$ cat config.mk
export PLATFORM = sky130hd
export DESIGN_NAME = convertidor_sp_ps
export DESIGN_NICKNAME = d
export VERILOG_FILES = /design/src/rtl/convertidor_pkg.sv /design/src/rtl/ps_serializer.sv /design/src/rtl/convertidor_sp_ps.sv
export SDC_FILE = /design/constraint.sdc
export NUM_CORES = 1
export LEC_CHECK = 0
export ABC_AREA = 1
export BUFFER_PORTS_ARGS = -buffer_cell sky130_fd_sc_hd__buf_4
export CORE_ASPECT_RATIO = 0.5
export CORE_MARGIN = 4
export CORE_UTILIZATION = 50
export DETAILED_ROUTE_END_ITERATION = 7
export PLACE_DENSITY = 0.72
export SLEW_MARGIN = 20
export SYNTH_ARGS = -nofsm -noshare
export SYNTH_HDL_FRONTEND = slang
export SYNTH_SLANG_ARGS = --single-unit
$ cat constraint.sdc
create_clock -name CLK -period 3.1 [get_ports CLK]
set_input_delay 0.31 -clock CLK [delete_from_list [all_inputs] [get_ports CLK]]
set_output_delay 0.31 -clock CLK [all_outputs]
set_load 0.005 [all_outputs]
$ cat src/rtl/convertidor_pkg.sv
// Shared definitions for the bidirectional serial/parallel converter:
// word width, PS state encoding and counter width.
package convertidor_pkg;

    localparam int WIDTH = 32;
    localparam int CNT_W = $clog2(WIDTH) + 1;

    typedef enum logic {
        IDLE  = 1'b0,
        SHIFT = 1'b1
    } ps_state_t;

endpackage

$ cat src/rtl/ps_serializer.sv
// Parallel-to-serial path: captures a word on request and shifts it out MSB
// first, one bit per clock, with gapless reload at the final-bit edge.
module ps_serializer
    import convertidor_pkg::*;
#(
    parameter int WIDTH = convertidor_pkg::WIDTH
) (
    input  logic             clk,
    input  logic             reset,
    input  logic             s_start,
    input  logic [WIDTH-1:0] p_in,
    output logic             s_out
);

    localparam int CW = $clog2(WIDTH) + 1;
    localparam logic [CW-1:0] LAST = CW'(WIDTH);

    ps_state_t        state, state_n;
    logic [WIDTH-1:0] preg, preg_n;
    logic [CW-1:0]    pcnt, pcnt_n;
    logic             s_out_n;
    logic             load;

    // A load is accepted only from IDLE or on the edge after the LSB has been shown.
    assign load = s_start && ((state == IDLE) || (pcnt == LAST));

    always_comb begin
        state_n = state;
        preg_n  = preg;
        pcnt_n  = pcnt;
        s_out_n = 1'b0;
        if (load) begin
            preg_n  = p_in;
            s_out_n = p_in[WIDTH-1];
            pcnt_n  = CW'(1);
            state_n = SHIFT;
        end else if (state == SHIFT) begin
            if (pcnt != LAST) begin
                // Rotating keeps the next bit to emit at WIDTH-2 each cycle.
                s_out_n = preg[WIDTH-2];
                preg_n  = {preg[WIDTH-2:0], preg[WIDTH-1]};
                pcnt_n  = pcnt + CW'(1);
            end else begin
                pcnt_n  = '0;
                state_n = IDLE;
            end
        end
    end

    always_ff @(posedge clk) begin
        if (reset) begin
            state <= IDLE;
            preg  <= '0;
            pcnt  <= '0;
            s_out <= 1'b0;
        end else begin
            state <= state_n;
            preg  <= preg_n;
            pcnt  <= pcnt_n;
            s_out <= s_out_n;
        end
    end

endmodule

$ cat src/rtl/convertidor_sp_ps.sv
// Bidirectional serial/parallel converter: free-running deserializer framed
// from reset release, plus an independent on-demand serializer.
module convertidor_sp_ps
    import convertidor_pkg::*;
#(
    parameter int WIDTH = convertidor_pkg::WIDTH
) (
    input  logic             CLK,
    input  logic             RESET,
    input  logic             S_IN,
    input  logic [WIDTH-1:0] P_IN,
    input  logic             S_START,
    output logic             P_VALID,
    output logic [WIDTH-1:0] P_OUT,
    output logic             S_OUT
);

    localparam int SW = $clog2(WIDTH);
    localparam logic [SW-1:0] LAST_BIT = SW'(WIDTH - 1);

    // Only WIDTH-1 history bits are kept; the current S_IN completes the word.
    logic [WIDTH-2:0] sreg;
    logic [SW-1:0]    cnt;

    always_ff @(posedge CLK) begin
        if (RESET) begin
            sreg    <= '0;
            cnt     <= '0;
            P_OUT   <= '0;
            P_VALID <= 1'b0;
        end else begin
            sreg <= {sreg[WIDTH-3:0], S_IN};
            if (cnt == LAST_BIT) begin
                cnt     <= '0;
                P_OUT   <= {sreg, S_IN};
                P_VALID <= 1'b1;
            end else begin
                cnt     <= cnt + SW'(1);
                P_VALID <= 1'b0;
            end
        end
    end

    ps_serializer #(
        .WIDTH (WIDTH)
    ) u_ps (
        .clk     (CLK),
        .reset   (RESET),
        .s_start (S_START),
        .p_in    (P_IN),
        .s_out   (S_OUT)
    );

endmodule

==> flow_summary.yaml <==
synth:
  ys_seq_elements: 109
  syn_avg_cell_area_um2: 8.21
  synth-compound-area-share_pct: 4.59
  yosysTopAreaCell: "dfxtp_1"
  synth.distinct_cells: 27
  synth_mux_area_share_pct: 0
  synth_top_area_share_pct: 50.0
  synth_seq_area_share_pct: 50.0
  syn_inst: 531
  syn_nets: 571
  synthXorXnorAreaFrac_pct: 0.402
  ys.warnings.count: 0
  synth-simple-area-share_pct: 31.3
  synthTopCellsByArea: "dfxtp_1, nand3_1, nand2_1"
  netlist_area_um2: 4360
  synth_top_family_by_area: "simple AND/OR/NAND/NOR gates"
  synth_fa_ha_area_share_pct: 1.15
clocking:
  clk_path_buf_depth: 2
  clock_latency_ns: 0.34
  clock_sinks: 109
  cts_resized: 0
  holdBufCountCts: 0
  h-tree-depth: 3
  cts.clk_slew.worst_paths_ns: 0.07
  tritoncts: "built"
  cts_root_buf: "clkbuf_16"
  cts_buffers: 9
  post-cts-setup-buffers: 0
power_and_ir_drop:
  power.density_nw_per_um2: 552
  pwr-share-clk_pct: 41.2
  p_int_mw: 2.17
  peakVddDrop_mv: 0.377
  seq_power_share_pct: 51.7
  p_sw_mw: 0.644
  sw_frac_of_total_pct: 22.9
  leakage_nw: 2.31
  power.total_mw: 2.82
  comb_power_share_pct: 7.1
grt:
  grt_pass1_wl_um: 14200
  antenna_found_initial: 0
  grt_pass1_vias: 3248
  grt_overflow: 0
  grt_usage_pct: 16.6
  grt_max_degree: 47
floorplan:
  core_area_um2: 8230
  io_pins: 70
  die_width_um: 140
  start_util_pct: 53.0
  die_h_um: 74.0
  die_area_um2: 10400
  num_rows: 23
setup_path:
  path_class: "flip-flop to flip-flop"
  critPathMaxFanout: 34
  cp_cell_sequence: "inv_1, ha_1, nand3_2, nand2_2, buf_4, nand3_1, nand2_1, nand2_1, inv_1"
  end_kind: "flip-flop"
  worst_setup_path_start_kind: "flip-flop"
  slowest_stage: "nand2_2"
  arrival_ns: 2.43
  critPathMaxStageDelay_ns: 0.54
  crit_required_ns: 3.38
sta:
  rsz0062_at_grt: "false"
  finalMaxSlewViolations: 0
  finalSetupViolCount: 0
  hold_viol_final: 0
  finClkSkew_ns: 0.00744
  slew_headroom_pct: 46.7
  finalCritPeriodShare_pct: 69.4
  tightest_slew_ns: 0.798
  post-route-min-period_ns: 2.15
  max_freq_mhz: 465
  setup_tns_ns: 0
drt:
  wl_um: 8240
  ant_nets: 0
  first_pass_iters: 4
  viasPerCell: 4.84
  drt_iter0_drc: 215
  wire_per_inst_um: 11.8
  vias: 3386
  drc_errors: 0
placement:
  hpwlAfterDp_um: 5210
  numPortBuffers: 69
  dp.cells: 683
  gp_congestion: 0.802
  postPlaceCellArea_um2: 4800
status:
  status: "complete, no violations"
final_layout:
  fin_cells: 699
  syn2layout_area_growth_pct: 17.1
  final_layout_size_suffix_gt1_share_pct: 22.3
  finalCoreUtilization_pct: 62.0
  final_area_um2: 5100
  nNetsFinal: 622
  diodes: 0
job:
  maxCapViolCount: 0
min_path:
  hold_path.class: "input pin to flip-flop"
[cell families after synthesis]
logic type      Yosys count
compound gates           39
fa+ha+maj                 4
buf+inv                 111
simple gates            266
xor+xnor                  2
flops                   109
[sequential cells by signal, indices dropped and copies added (netlist names)]
signal / cells
cnt: 5
P_OUT: 32
u_ps.s_out: 1
u_ps.pcnt: 6
u_ps.state: 1
u_ps.preg: 32
sreg: 31
P_VALID: 1
[cell usage in the layout (no fill, tap or decap), types with 2 or more instances in the layout]
cell type / n
nand2_1: 83
xnor2_1: 2
nor2_2: 4
inv_2: 4
inv_1: 73
o21ai_0: 6
clkbuf_16: 9
inv_6: 2
o21ai_1: 25
buf_4: 74
nand3_2: 31
nor2_1: 41
dfxtp_1: 109
nand3_1: 102
ha_1: 4
a21oi_1: 5
[metrics by stage]
step | setup slack [ns] | hold WS [ns]
2_1_floorplan | 1.62 | 0.396
3_3_place_gp | 1.07 | 0.414
3_5_place_dp | 0.967 | 0.412
4_1_cts | 0.937 | 0.175
5_1_grt | 0.760 | 0.221
6_report | 0.950 | 0.194
[Yosys cell counts]
cell type    n
nor2_1      41
inv_2        4
dfxtp_1    109
buf_4        4
buf_6        5
o22ai_1      1
nor3b_1      1
buf_12       4
nor2_4       1
o21bai_1     1
buf_2       10
ha_1         4
nor2_8       1
nand3_1    102
o21ai_0      6
o21ai_1     25
inv_1       73
buf_1        3
xnor2_1      2
nand2_1     83
a21oi_1      5
nand3_2     31
nor2_2       4
clkbuf_1     8
nand2_2      1
nand3b_1     1
a31oi_1      1
[path summary, 6_finish.rpt]
path	startpoint	to	slack, ns	cells past startpoint
worst min register to register	sreg[1]	sreg[2]	0.43	2
worst min-delay path	S_IN	sreg[0]	0.19	3
worst max-delay path	u_ps.pcnt[0]	u_ps.s_out	0.95	9
worst max register to register	u_ps.pcnt[0]	u_ps.s_out	0.95	9
[critical path: cells and delay by family (launching register included)]
kind	cells	cell delay (ns)
flip-flops	1	0.34
adder cells (fa/ha/maj)	1	0.19
buffers and inverters	3	0.65
AND/OR/NAND/NOR	5	0.88
[metal layers]
layer  track usage (%)  vias up  share of wire (%)
met5                 0        -                  0
met4              5.16        0                1.2
met3              5.07       11                4.5
met2              30.0       51                 47
met1              19.4     1545                 47
li1                  -     1779                  -
[power by group through the flow]
stage | clock network, mW | logic (mW) | registers (mW)
6_report | 1.16 | 0.199 | 1.46
5_1_grt | 1.26 | 0.226 | 1.46
4_1_cts | 1.20 | 0.202 | 1.45
3_5_place_dp | 0 | 0.201 | 1.49
3_3_place_gp | 0 | 0.199 | 1.49
2_1_floorplan | 0 | 0.167 | 1.48
[area by class of cell]
type	instances	area [um2]
clock inverter	5	63.8
clock buffer	11	243
multi-input combinational	311	1630
tap	112	140
inverter	77	289
sequential	109	2180
fill	765	3130
timing repair buffer	74	556
Power figures use the tool's default switching activity.
